===== src/rtl/display_scanout.sv =====
// Raster scan-out controller: generates sync/DE timing, streams read requests to
// the frame buffer and realigns the buffer's registered pixel data with the syncs.
module display_scanout #(
   parameter int unsigned H_ACTIVE  = 100,
   parameter int unsigned V_ACTIVE  = 100,
   parameter int unsigned H_FP      = 4,
   parameter int unsigned H_SYNC    = 8,
   parameter int unsigned H_BP      = 4,
   parameter int unsigned V_FP      = 2,
   parameter int unsigned V_SYNC    = 2,
   parameter int unsigned V_BP      = 2,
   parameter logic [23:0] BLANK_RGB = 24'h000000
) (
   input  logic        clk,
   input  logic        reset,
   input  logic        enable,
   input  logic        frame_ready,
   output logic        rd_en,
   output logic [19:0] rd_addr,
   input  logic [7:0]  r_in,
   input  logic [7:0]  g_in,
   input  logic [7:0]  b_in,
   output logic        hsync,
   output logic        vsync,
   output logic        de,
   output logic [7:0]  r_out,
   output logic [7:0]  g_out,
   output logic [7:0]  b_out,
   output logic        frame_done,
   output logic        underrun
);

   localparam int unsigned H_TOTAL = H_ACTIVE + H_FP + H_SYNC + H_BP;
   localparam int unsigned V_TOTAL = V_ACTIVE + V_FP + V_SYNC + V_BP;
   localparam int unsigned HW      = $clog2(H_TOTAL);
   localparam int unsigned VW      = $clog2(V_TOTAL);

   localparam logic [HW-1:0] H_ACT_C   = HW'(H_ACTIVE);
   localparam logic [HW-1:0] H_LAST_PX = HW'(H_ACTIVE - 1);
   localparam logic [HW-1:0] H_SYNC_S  = HW'(H_ACTIVE + H_FP);
   localparam logic [HW-1:0] H_SYNC_E  = HW'(H_ACTIVE + H_FP + H_SYNC);
   localparam logic [HW-1:0] H_END     = HW'(H_TOTAL - 1);
   localparam logic [VW-1:0] V_ACT_C   = VW'(V_ACTIVE);
   localparam logic [VW-1:0] V_LAST_PX = VW'(V_ACTIVE - 1);
   localparam logic [VW-1:0] V_SYNC_S  = VW'(V_ACTIVE + V_FP);
   localparam logic [VW-1:0] V_SYNC_E  = VW'(V_ACTIVE + V_FP + V_SYNC);
   localparam logic [VW-1:0] V_END     = VW'(V_TOTAL - 1);

   typedef enum logic {IDLE, RUN} state_t;

   state_t          r_state, w_state_next;
   logic [HW-1:0]   r_h_cnt;
   logic [VW-1:0]   r_v_cnt;
   logic            r_frame_valid;
   logic            r_s1_hs, r_s1_vs, r_s1_de, r_s1_valid;
   logic            r_s2_hs, r_s2_vs, r_s2_de, r_s2_valid;

   logic            w_frame_start, w_valid, w_active, w_run, w_req, w_hs, w_vs;

   assign w_frame_start = (r_state == RUN) && (r_h_cnt == '0) && (r_v_cnt == '0);
   // frame_ready only matters on the frame-start cycle; afterwards the latched copy rules
   assign w_valid  = w_frame_start ? frame_ready : r_frame_valid;
   assign w_active = (r_h_cnt < H_ACT_C) && (r_v_cnt < V_ACT_C);
   assign w_run    = (r_state == RUN) && (w_state_next == RUN);
   assign w_req    = w_run && w_active && w_valid;
   assign w_hs     = !((r_h_cnt >= H_SYNC_S) && (r_h_cnt < H_SYNC_E));
   assign w_vs     = !((r_v_cnt >= V_SYNC_S) && (r_v_cnt < V_SYNC_E));

   always_ff @(posedge clk) begin
      if (reset) r_state <= IDLE;
      else       r_state <= w_state_next;
   end

   always_comb begin
      w_state_next = r_state;
      case (r_state)
         IDLE:    if (enable) w_state_next = RUN;
         RUN:     if (w_frame_start && !enable) w_state_next = IDLE;
         default: w_state_next = IDLE;
      endcase
   end

   always_ff @(posedge clk) begin
      if (reset || !w_run) begin
         r_h_cnt       <= '0;
         r_v_cnt       <= '0;
         r_frame_valid <= 1'b0;
         rd_en         <= 1'b0;
         rd_addr       <= '0;
         frame_done    <= 1'b0;
         underrun      <= 1'b0;
         r_s1_hs       <= 1'b1;
         r_s1_vs       <= 1'b1;
         r_s1_de       <= 1'b0;
         r_s1_valid    <= 1'b0;
         r_s2_hs       <= 1'b1;
         r_s2_vs       <= 1'b1;
         r_s2_de       <= 1'b0;
         r_s2_valid    <= 1'b0;
         hsync         <= 1'b1;
         vsync         <= 1'b1;
         de            <= 1'b0;
         r_out         <= '0;
         g_out         <= '0;
         b_out         <= '0;
      end else begin
         if (r_h_cnt == H_END) begin
            r_h_cnt <= '0;
            r_v_cnt <= (r_v_cnt == V_END) ? '0 : r_v_cnt + 1'b1;
         end else begin
            r_h_cnt <= r_h_cnt + 1'b1;
         end
         if (w_frame_start) r_frame_valid <= frame_ready;

         rd_en      <= w_req;
         if (w_frame_start)  rd_addr <= '0;
         else if (w_req)     rd_addr <= rd_addr + 20'd1;
         frame_done <= w_req && (r_h_cnt == H_LAST_PX) && (r_v_cnt == V_LAST_PX);
         underrun   <= w_frame_start && !frame_ready;

         // two delay stages so syncs/DE line up with the buffer's registered data
         r_s1_hs    <= w_hs;
         r_s1_vs    <= w_vs;
         r_s1_de    <= w_active;
         r_s1_valid <= w_valid;
         r_s2_hs    <= r_s1_hs;
         r_s2_vs    <= r_s1_vs;
         r_s2_de    <= r_s1_de;
         r_s2_valid <= r_s1_valid;

         hsync <= r_s2_hs;
         vsync <= r_s2_vs;
         de    <= r_s2_de;
         if (!r_s2_de) begin
            r_out <= '0;
            g_out <= '0;
            b_out <= '0;
         end else if (r_s2_valid) begin
            r_out <= r_in;
            g_out <= g_in;
            b_out <= b_in;
         end else begin
            r_out <= BLANK_RGB[7:0];
            g_out <= BLANK_RGB[15:8];
            b_out <= BLANK_RGB[23:16];
         end
      end
   end

endmodule


===== config.mk =====
export PLATFORM = sky130hd
export DESIGN_NAME = display_scanout
export DESIGN_NICKNAME = d
export VERILOG_FILES = /design/src/rtl/display_scanout.sv
export SDC_FILE = /design/constraint.sdc
export NUM_CORES = 1
export LEC_CHECK = 0
export ABC_AREA = 1
export CORE_ASPECT_RATIO = 1.25
export CORE_UTILIZATION = 50
export CTS_CLUSTER_SIZE = 30
export DETAILED_ROUTE_END_ITERATION = 7
export PLACE_DENSITY = 0.8
export SLEW_MARGIN = 20
export SYNTH_ARGS = -nofsm -noshare
export SYNTH_HDL_FRONTEND = slang
export SYNTH_SLANG_ARGS = --single-unit

===== constraint.sdc =====
create_clock -name clk -period 3.85 [get_ports clk]
set_clock_uncertainty 0.15 [all_clocks]
set_input_delay 0.9625 -clock clk [delete_from_list [all_inputs] [get_ports clk]]
set_output_delay 0.9625 -clock clk [all_outputs]
set_load 0.1 [all_outputs]

# Word level (Yosys, flattened, before mapping)

Cells that the tools add are included.

Add/sub/neg operators: 3
$lt $le $gt $ge: 6
Equal/unequal tests: 4
Muxes and demuxes: 5
Bitwise operators: 3
Reductions and logical operators: 23

Operator list:

| kind                                                     | count |
|---|---|
| equality test 7 bit, second input constant               | 4 |
| less-than comparator 7 bit, second input constant        | 4 |
| adder 20 x 1 -> 20 bit, second input constant            | 1 |
| adder 7 x 1 -> 7 bit, second input constant              | 2 |
| greater-or-equal comparator 7 bit, second input constant | 2 |
| logical NOT 7 bit                                        | 2 |
| logical AND 1 bit                                        | 12 |
| 2-to-1 mux 7 bit                                         | 1 |
| logical NOT 1 bit                                        | 5 |
| OR reduction 2 bit                                       | 2 |
| 2-to-1 mux 1 bit                                         | 3 |
| inverter 1 bit                                           | 3 |
| OR reduction 3 bit                                       | 1 |
| case mux 1 bit (2 select lines)                          | 1 |
| logical OR 1 bit                                         | 1 |

Bits in registers: 73
Bits of input ports: 28
Output and inout bits: 50
Logic and storage cells: 65

# Longest topological paths before layout

Depth in word-level cells: 11
Mapped depth: 14
Mapped depth without buffers: 14

# Worst setup path before layout

No wires, ideal clock.

Path kind: reg-to-reg
From: register rd_addr[0]
To: register rd_addr[16]
Library setup time: 0.070 ns
Arrival time: 2.254 ns
Data required time: 3.630 ns
Slack: 1.376 ns
Stages on the path, launching flop included: 9
Buffers on the path: 0
Period minus slack after synthesis: 2.474 ns
Cell sequence: dfxtp_1 -> ha_1 -> nand2_1 -> nor2_1 -> nand2_1 -> nor2_1 -> xor2_1 -> nand3_1 -> a21oi_1

Word-level cells in the longest chain between the ends: 1

Ends and longest elaborated chain:

| item                     | line | source |
|---|---|---|
| start: declaration       | 19   | `output logic [19:0] rd_addr,` |
| start signal: assignment | 117  | `else if (w_req) rd_addr <= rd_addr + 20'd1;` |
| adder 20 x 1 -> 20 bit   | 117  |  |

No other way between the ends.
A chain may end at the register's enable or synchronous reset.

# Worst setup path after layout

From: register rd_addr[13]
To: output port rd_addr[13]

No word-level cell between the ends.

==> metrics.yaml <==
start_util_pct: 51.80
fp-row-count: 33
holdWs_ns: 0.2625
cp_slowest_cell: "clkdlybuf4s50_1"
hold_viol: 0
rsz0062_at_grt: "false"
clock-sinks: 73
post_cts_resized: 0
fill_cells: 550
outcome: "completed"
worstPathArrival_ns: 1.86
ant_nets: 0
hold_class: "reg2reg"
postCtsHoldBufs: 0
postPlaceCellArea_um2: 4179
nets: 560
diodes: 0
crit_family: "buffers and inverters"
grt_max_degree: 25
synth_area_um2: 3401
clkTransAtPathRegs_ns: 0.08
cap_viol_max_count: 0
fin_cells: 618
synth_cell_types: 32
r2r_end: "rd_addr[8]"
final_common_cell: "dfxtp_1"
syn_area_per_cell_um2: 7.625
fp.dieArea_um2: 7137
fin_crit_ns: 2.977
crit_fanout: 4
die_h_um: 94.21
max_freq_mhz: 335.9
combPwrFrac_pct: 6.2
postSynthCellCount: 446
crit_type: "reg2out"
hpwl_mm: 5.481
via_count: 3015
core_area_um2: 6565
yosysWarnings: 0
swShare_pct: 23.66
grt_overflow_total: 0
setup_viol: 0
cp-end-kind: "primary output"
internal-power_mw: 1.114
p_leak_nw: 1.713
io_buffers: 77
cts_max_path_buffers: 2
htreeDepth: 3
maxSlewViolCount: 0
tightest_slew_ns: 1.016
gr-usage-all-layers_pct: 22.88
startpoint_type: "flop"
regArea_um2: 1461
final_cell_mix: "dfxtp_1 (73), nand2_1 (72), inv_1 (69), clkdlybuf4s50_1 (61), nor2_1 (60)"
min_from: "r_s1_vs"
gp_congestion: 0.8915
holdPathStages: 1
cts_tree: "built"
cpPeakStageDelay_ns: 1.15
crit_chain: "clkdlybuf4s50_1"
fin_crit_sh_pct: 77.33
wl_per_cell_um: 12.12
ys_seq_area_share_pct: 42.97
clockRootBuffer: "clkbuf_8"
dp.cells: 602
area_growth_pct: 28.88
drt_iter0_drc: 168
ys_seq_elements: 73
clk_latency_ns: 0.34
io_pins: 78
ir_worst_vdd_mv: 0.2083
seqPwrFrac_pct: 52.1
finalSetupTns_ns: 0
multi_input_area_um2: 1593
drt-total-wl_mm: 7.491
timing.rr.start: "r_v_cnt[0]"
grt_pass1_wl_mm: 12.54
crit_buf_inv: 1
slew_headroom_pct: 32.07
worst_hold_path.endpoint: "r_s2_vs"
layout-drive-gt1-share_pct: 14.69
syn_nets: 480
pwr_density_cell_nw_per_um2: 332.8
drc: 0
r2r_cells: 11
drt_first_pass_iters: 4
r2r_slack_ns: 1.61
cts_setup_buffers: 0
required_ns: 2.74
grt_pass1_vias: 2987
final_area_um2: 4383
routed_via_density: 4.879
p_clk_share_pct: 41.8
numCtsBuffers: 9
power.switching_mw: 0.3451
fp.dieW_um: 75.77
antenna_found_initial: 0
==> logic make-up after synthesis <==
kind of cell	synth area share (%)
buffers and inverters	10.19
AND/OR/NAND/NOR	30.57
XOR/XNOR	5.408
flip-flops	42.97
adder cells (fa/ha/maj)	2.207
AO/OA/AOI/OAI	8.646
==> state kept, by name, indices dropped and copies added (netlist names), 7 cells and up <==
name     flops
r_h_cnt      7
r_v_cnt      7
rd_addr     20
r_out        8
b_out        8
g_out        8
==> per-stage QoR <==
step	power [mW]	worst slack (ns)	util (%)
after floorplan	0.8295	1.376	-
after global placement	0.8649	1.215	63.66
after detailed placement	0.8668	1.160	63.66
after CTS	1.474	0.8662	66.76
after global routing	1.518	0.8001	66.76
final	1.459	0.8729	66.76
==> synthesized netlist by cell type, drive strengths merged <==
cell / number / area share [%]
nand3: 35 / 5.7
a21o: 1 / 0.22
nor2: 88 / 12
o21ai: 1 / 0.15
dfxtp: 73 / 43
buf: 8 / 1.9
nand4: 5 / 0.92
o21bai: 18 / 4.0
inv: 73 / 8.1
clkbuf: 1 / 0.11
nand2: 77 / 9.4
xor2: 20 / 5.2
nor3: 4 / 0.74
a21oi: 27 / 4.3
ha: 6 / 2.2
xnor2: 1 / 0.26
nor3b: 2 / 0.44
or2: 5 / 0.92
clkinv: 1 / 0.11
==> area by class of cell <==
type	instances	share of cell area, %
Sequential cell	73	33.34
Inverter	74	6.337
Timing Repair Buffer	78	16.84
Clock inverter	6	1.513
Multi-Input combinational cell	290	36.34
Clock buffer	10	3.140
Tap cell	87	2.484
==> per-layer routing <==
layer  wire [µm]  track usage [%]  vias up
li1            -                -     1529
met1        3086            24.83     1400
met2        3962            41.89       69
met3         269            3.648       17
met4         174            10.34        0
met5           0                0        -
==> worst max path at each step <==
stage | from | to | slack, ns | cells past startpoint
2_1_floorplan | rd_addr[0] | rd_addr[16] | 1.38 | 8
3_3_place_gp | enable | g_out[7] | 1.21 | 7
3_5_place_dp | enable | r_out[5] | 1.16 | 7
4_1_cts | rd_addr[13] | rd_addr[13] | 0.87 | 1
5_1_grt | rd_addr[12] | rd_addr[12] | 0.80 | 1
6_report | rd_addr[13] | rd_addr[13] | 0.87 | 1
==> power groups by stage <==
stage	Sequential (mW)	Clock, mW	Combinational, mW
after global placement	0.777	0	0.0878
after CTS	0.759	0.625	0.0902
after detailed placement	0.777	0	0.0897
final	0.759	0.610	0.0898
after global routing	0.760	0.660	0.0983
after floorplan	0.780	0	0.0498
Power figures use the tool's default switching activity.
